--- src/rtl/ritc_idelay_loader.sv ---
// Register-bus initiator that resets the RITC IDELAYCTRL, waits for ready,
// then writes and reads back all 78 IDELAY taps from a local delay table.
module ritc_idelay_loader #(
    parameter int         RST_WAIT     = 32,
    parameter logic [5:0] RDY_MASK     = 6'h3F,
    parameter int         POLL_TIMEOUT = 4096,
    parameter int         LOAD_GAP     = 8,
    parameter int         RITC_SEL_BIT = 13
) (
    input  logic        clk_i,
    input  logic        rst_n_i,
    input  logic        tbl_wr_i,
    input  logic [6:0]  tbl_addr_i,
    input  logic [5:0]  tbl_dat_i,
    input  logic        start_i,
    output logic        busy_o,
    output logic        done_o,
    output logic        err_o,
    output logic [1:0]  err_code_o,
    output logic [6:0]  err_idx_o,
    output logic        ctl_addr_o,
    output logic [31:0] ctl_dat_o,
    output logic        ctl_wr_o,
    input  logic [31:0] ctl_dat_i
);

    localparam logic [15:0] RST_LAST  = 16'(RST_WAIT - 1);
    localparam logic [15:0] POLL_LAST = 16'(POLL_TIMEOUT - 1);
    localparam logic [15:0] GAP_LAST  = 16'(LOAD_GAP - 1);

    typedef enum logic [3:0] {
        S_IDLE, S_RST_WR, S_RST_HOLD, S_POLL, S_LD_WR,
        S_LD_GAP, S_LD_CHK, S_NEXT, S_DONE, S_ERR
    } state_t;

    state_t      r_state, w_next;
    logic [15:0] r_cnt;
    logic        r_ritc;
    logic [1:0]  r_ch;
    logic [3:0]  r_bit;
    logic [5:0]  r_tbl [0:127];
    logic [31:0] r_ctl_dat;
    logic        r_err;
    logic [1:0]  r_err_code;
    logic [6:0]  r_err_idx;

    logic        w_start;
    logic        w_tbl_valid;
    logic [6:0]  w_idx;
    logic        w_ready;
    logic        w_rb_ok;
    logic        w_last;
    logic [31:0] w_word;
    logic        w_unused;

    assign w_start     = (r_state == S_IDLE) && start_i;
    assign w_tbl_valid = (tbl_addr_i[5:4] != 2'd3) &&
                         ((tbl_addr_i[3:0] < 4'd12) || (tbl_addr_i[3:0] == 4'd15));
    assign w_idx       = {r_ritc, r_ch, r_bit};
    assign w_ready     = (ctl_dat_i[5:0] & RDY_MASK) == RDY_MASK;
    assign w_last      = r_ritc && (r_ch == 2'd2) && (r_bit == 4'd15);
    assign w_rb_ok     = (ctl_dat_i[11:0] == w_word[11:0]) &&
                         (ctl_dat_i[RITC_SEL_BIT] == r_ritc);
    assign w_unused    = ^ctl_dat_i;

    always_comb begin
        w_word               = '0;
        w_word[5:0]          = r_tbl[w_idx];
        w_word[9:6]          = r_bit;
        w_word[11:10]        = r_ch;
        w_word[12]           = 1'b1;
        w_word[RITC_SEL_BIT] = r_ritc;
    end

    always_ff @(posedge clk_i or negedge rst_n_i) begin
        if (!rst_n_i) r_state <= S_IDLE;
        else          r_state <= w_next;
    end

    always_comb begin
        w_next = r_state;
        case (r_state)
            S_IDLE:     if (start_i) w_next = S_RST_WR;
            S_RST_WR:   w_next = S_RST_HOLD;
            S_RST_HOLD: if (r_cnt == RST_LAST) w_next = S_POLL;
            S_POLL: begin
                if (w_ready)                 w_next = S_LD_WR;
                else if (r_cnt == POLL_LAST) w_next = S_ERR;
            end
            S_LD_WR:    w_next = S_LD_GAP;
            S_LD_GAP:   if (r_cnt == GAP_LAST) w_next = S_LD_CHK;
            S_LD_CHK:   w_next = w_rb_ok ? S_NEXT : S_ERR;
            S_NEXT:     w_next = w_last ? S_DONE : S_LD_WR;
            S_DONE:     w_next = S_IDLE;
            S_ERR:      w_next = S_IDLE;
            default:    w_next = S_IDLE;
        endcase
    end

    // Write data is driven live during the strobe and held afterwards.
    always_comb begin
        busy_o     = 1'b0;
        done_o     = 1'b0;
        ctl_wr_o   = 1'b0;
        ctl_addr_o = 1'b0;
        ctl_dat_o  = r_ctl_dat;
        case (r_state)
            S_RST_WR: begin
                busy_o    = 1'b1;
                ctl_wr_o  = 1'b1;
                ctl_dat_o = 32'd1;
            end
            S_RST_HOLD, S_POLL: busy_o = 1'b1;
            S_LD_WR: begin
                busy_o     = 1'b1;
                ctl_wr_o   = 1'b1;
                ctl_addr_o = 1'b1;
                ctl_dat_o  = w_word;
            end
            S_LD_GAP, S_LD_CHK, S_NEXT: begin
                busy_o     = 1'b1;
                ctl_addr_o = 1'b1;
            end
            S_DONE:  done_o = 1'b1;
            default: ;
        endcase
    end

    assign err_o      = r_err;
    assign err_code_o = r_err_code;
    assign err_idx_o  = r_err_idx;

    always_ff @(posedge clk_i or negedge rst_n_i) begin
        if (!rst_n_i) begin
            r_cnt      <= '0;
            r_ritc     <= 1'b0;
            r_ch       <= '0;
            r_bit      <= '0;
            r_ctl_dat  <= '0;
            r_err      <= 1'b0;
            r_err_code <= '0;
            r_err_idx  <= '0;
        end else begin
            r_cnt <= (w_next != r_state) ? 16'd0 : r_cnt + 16'd1;
            if (ctl_wr_o) r_ctl_dat <= ctl_dat_o;
            if (w_start) begin
                r_err      <= 1'b0;
                r_err_code <= '0;
                r_err_idx  <= '0;
            end
            if (w_start || (r_state == S_POLL)) begin
                r_ritc <= 1'b0;
                r_ch   <= '0;
                r_bit  <= '0;
            end else if ((r_state == S_NEXT) && !w_last) begin
                // Bit order is 0..11 then the clock tap (15); bits 12..14 don't exist.
                if (r_bit == 4'd15) begin
                    r_bit <= '0;
                    if (r_ch == 2'd2) begin
                        r_ch   <= '0;
                        r_ritc <= 1'b1;
                    end else begin
                        r_ch <= r_ch + 2'd1;
                    end
                end else if (r_bit == 4'd11) begin
                    r_bit <= 4'd15;
                end else begin
                    r_bit <= r_bit + 4'd1;
                end
            end
            if ((w_next == S_ERR) && (r_state != S_ERR)) begin
                r_err      <= 1'b1;
                r_err_code <= (r_state == S_POLL) ? 2'd1 : 2'd2;
                r_err_idx  <= (r_state == S_POLL) ? 7'd0 : w_idx;
            end
        end
    end

    always_ff @(posedge clk_i or negedge rst_n_i) begin
        if (!rst_n_i) begin
            for (int i = 0; i < 128; i++) r_tbl[i] <= '0;
        end else if (tbl_wr_i && w_tbl_valid && !busy_o && !w_start) begin
            r_tbl[tbl_addr_i] <= tbl_dat_i;
        end
    end

endmodule
--- config.mk ---
export PLATFORM = sky130hd
export DESIGN_NAME = ritc_idelay_loader
export DESIGN_NICKNAME = d
export VERILOG_FILES = /design/src/rtl/ritc_idelay_loader.sv
export SDC_FILE = /design/constraint.sdc
export NUM_CORES = 1
export LEC_CHECK = 0
export ABC_CLOCK_PERIOD_IN_PS = 5200
export BUFFER_PORTS_ARGS = -buffer_cell sky130_fd_sc_hd__buf_4
export CORE_MARGIN = 3
export CORE_UTILIZATION = 40
export CTS_CLUSTER_SIZE = 40
export DETAILED_ROUTE_END_ITERATION = 8
export GPL_TIMING_DRIVEN = 0
export PLACE_DENSITY_LB_ADDON = 0.15
export SLEW_MARGIN = 20
export SYNTH_ARGS = -nofsm -noshare
export SYNTH_HDL_FRONTEND = slang
export SYNTH_SLANG_ARGS = --single-unit
--- constraint.sdc ---
create_clock -name clk_i -period 5.2 [get_ports clk_i]
set_input_delay 0.78 -clock clk_i [delete_from_list [all_inputs] [get_ports clk_i]]
set_output_delay 0.78 -clock clk_i [all_outputs]
set_load 0.02 [all_outputs]
==> results_dict.tcl <==
set metrics [dict create \
    cts.repair.resized 20 \
    critical_path.max_fanout 10 \
    root_buffer "clkbuf_16" \
    synth_cell_type_count 75 \
    grt_usage_pct 24.8 \
    viasPerCell 5.64 \
    firstDrtPassIters 7 \
    synthXorXnorAreaFrac_pct 0.728 \
    via_count 22399 \
    dieWidth_um 306 \
    ctsHoldBuffers 0 \
    hold_viol_final 0 \
    synth.largest_area_cell "dfrtp_1" \
    antenna_found_initial 4 \
    utilization_pct 46.8 \
    seq_area_frac_synth_pct 58.0 \
    clock_latency_ps 640 \
    nFillCells 7825 \
    synth_area_sq_um 36100 \
    placementRows 109 \
    p_per_area_nw_per_um2 349 \
    drive_above_1_share_pct 35.0 \
    crit_chain "buf_2 > nor2b_1 > clkbuf_2 > clkbuf_1 > a22oi_1 > a21oi_1 > nor2_1 > a32oi_1 > a22o_1 > buf_4" \
    clk_pin_slew_worst_paths_ps 60 \
    synth_top_family_by_area "multiplexers" \
    regToRegSetupSlack_ps 770 \
    fin_hold_ws_ps 54.2 \
    status "finished clean" \
    start_util_pct 40.6 \
    cts_setup_buffers 0 \
    worst-setup-path-type "flip-flop to output port" \
    layout_commonest_cell "dfrtp_1" \
    yosys_warnings 0 \
    ios 95 \
    cap_viol_max_count 0 \
    gp_congestion 0.999 \
    relSlewSlack_pct 23.3 \
    wl_per_cell_um 28.9 \
    core_area_sq_um 88900 \
    die_area_sq_um 93900 \
    cp-end-kind "output port" \
    total_power_mw 14.6 \
    rsz0062_at_grt "false" \
    drc_errors 0 \
    grt_max_degree 106 \
    synthAdderAreaFrac_pct 0.0693 \
    p_leak_nw 19.5 \
    synth_compound_area_share_pct 3.71 \
    r2r-end "err_idx_o[4]" \
    async_reset_ff_share_pct 100 \
    grt_pass1_vias 23665 \
    cpMaxStageDelayCell "clkbuf_1" \
    synthMuxAreaShare_pct 27.2 \
    worstReg2RegStart "r_bit[1]" \
    drtIter0Drc 1917 \
    hold_class "input pin to asynchronous set/reset pin" \
    fin_nets 2783 \
    grt_pass1_wl_um 168000 \
    cts-buffers-inserted 94 \
    tightest_slew_ps 1150 \
    maxSlewViolCount 0 \
    port_buffers 67 \
    peakVddDrop_v 0.000222 \
    slowest_delay_ps 780 \
    setup_violations 0 \
    setup_tns_ps 0 \
    reg2reg_depth 12 \
    synth.avg_cell_area_sq_um 14.1 \
    seq_area_sq_um 20900 \
    synth-edff-count 0 \
    fin_crit_sh_pct 99.2 \
    dpl.hpwl_um 80600 \
    overflow 0 \
    critPathLaunchType "flip-flop" \
    wl_um 115000 \
    fmax_mhz 194 \
    netlist_top_cells_area "dfrtp_1, mux2_2, mux4_2" \
    synthToLayoutAreaGrowth_pct 15.4 \
    ant_nets 0 \
    synth_top_area_share_pct 58.0 \
    ys_ff_latch 837 \
    layout_common_cells "dfrtp_1, mux2_2, clkbuf_1" \
    h-tree-depth 3 \
    multi_input_area_sq_um 13300 \
    dieHeight_um 306 \
    synth_ff_type "dfrtp_1" \
    synth_simple_gate_area_share_pct 4.84 \
    syn_nets 2606 \
    clock_path_buffers 3 \
    synthCells 2555 \
    finalCriticalPeriod_ps 5160 \
    worst_clock_skew_ps 22.9 \
    cp.required_ps 4420 \
    cts_sinks 837 \
    crit_arrival_ps 4380 \
    cts_tree "built" \
]
[through the flow]
step / worst slack, ps / cells / area (sq um)
floorplan: 1940 / 2555 / 36100
global placement: -5820 / 3787 / 38100
detailed placement: 74.6 / 3802 / 38500
CTS: 30.3 / 3967 / 41600
global route: 5.67 / 3968 / 41700
finish: 40.4 / 3969 / 41700
[synth_stat cells, drive strengths merged (3+ instances only)]
library cell	number
o22ai	14
nor3b	5
dfrtp	837
clkbuf	397
a221oi	9
nand2	124
or2	6
nand3	20
buf	48
a31oi	4
and3b	4
nor2b	15
a21oi	30
nor3	19
nor2	77
xnor2	17
and3	6
nor4	8
nand2b	11
nand4	5
inv	9
o21a	3
a22oi	30
a211o	3
xor2	13
mux2	486
or3	5
mux4	181
a22o	37
or4	3
and2	43
mux2i	28
o221ai	5
a211oi	11
o21ai	6
[worst max-delay path by stage]
stage / startpoint / end / slack, ps
finish: r_bit[3] / ctl_dat_o[3] / 40
CTS: r_bit[2] / ctl_dat_o[0] / 30
global placement: rst_n_i / r_tbl[466] / -5820
floorplan: r_bit[0] / ctl_dat_o[0] / 1940
global route: r_bit[1] / ctl_dat_o[1] / 6
detailed placement: r_bit[1] / ctl_dat_o[5] / 70
[layer usage]
| metal | vias up | global-route usage [%] | wire (um) |
|---|---|---|---|
| li1 | 9284 | - | - |
| met1 | 12058 | 34.3 | 49300 |
| met2 | 826 | 38.3 | 52400 |
| met3 | 227 | 5.11 | 7910 |
| met4 | 4 | 10.6 | 4930 |
| met5 | - | 0 | 19 |
[logic make-up (layout without fill, tap and decap cells)]
family | count (synthesis) | in the layout
AND/OR/NAND/NOR | 360 | 360
buffers and inverters | 455 | 702
other | 0 | 2
AO/OA/AOI/OAI | 176 | 176
adder cells (fa/ha/maj) | 2 | 2
XOR/XNOR | 30 | 30
multiplexers | 695 | 695
flip-flops | 837 | 837
[report_power, final]
group	total [mW]	switching, mW	internal, mW	leakage [nW]
combinational	1.06	0.684	0.372	6.26
clock	6.71	2.67	4.04	1.56
sequential	6.79	0.0918	6.70	11.7
total	14.6	3.44	11.1	19.5
[state kept, by name (all words and copies together) (netlist names)]
name        cells
err_idx_o       7
r_bit           4
r_state         4
r_ch            2
r_ctl_dat      32
r_ritc          1
err_o           1
r_cnt          16
err_code_o      2
r_tbl         768
[critical path, delay by kind of cell, from the launching register on]
kind	cells	cell delay, ps
simple gates	2	250
compound gates	4	1470
buf+inv	4	1620
flops	1	380
[final cells by class]
| type | count | share of cell area, % |
|---|---|---|
| sequential | 837 | 50.3 |
| multi-input combinational | 1263 | 31.9 |
| clock buffer | 141 | 6.79 |
| buffer | 444 | 4.72 |
| tap | 1165 | 3.50 |
| timing repair buffer | 82 | 1.99 |
| clock inverter | 25 | 0.748 |
| inverter | 10 | 0.0901 |
| antenna | 2 | 0.0120 |
(Power assumes the default switching activity.)
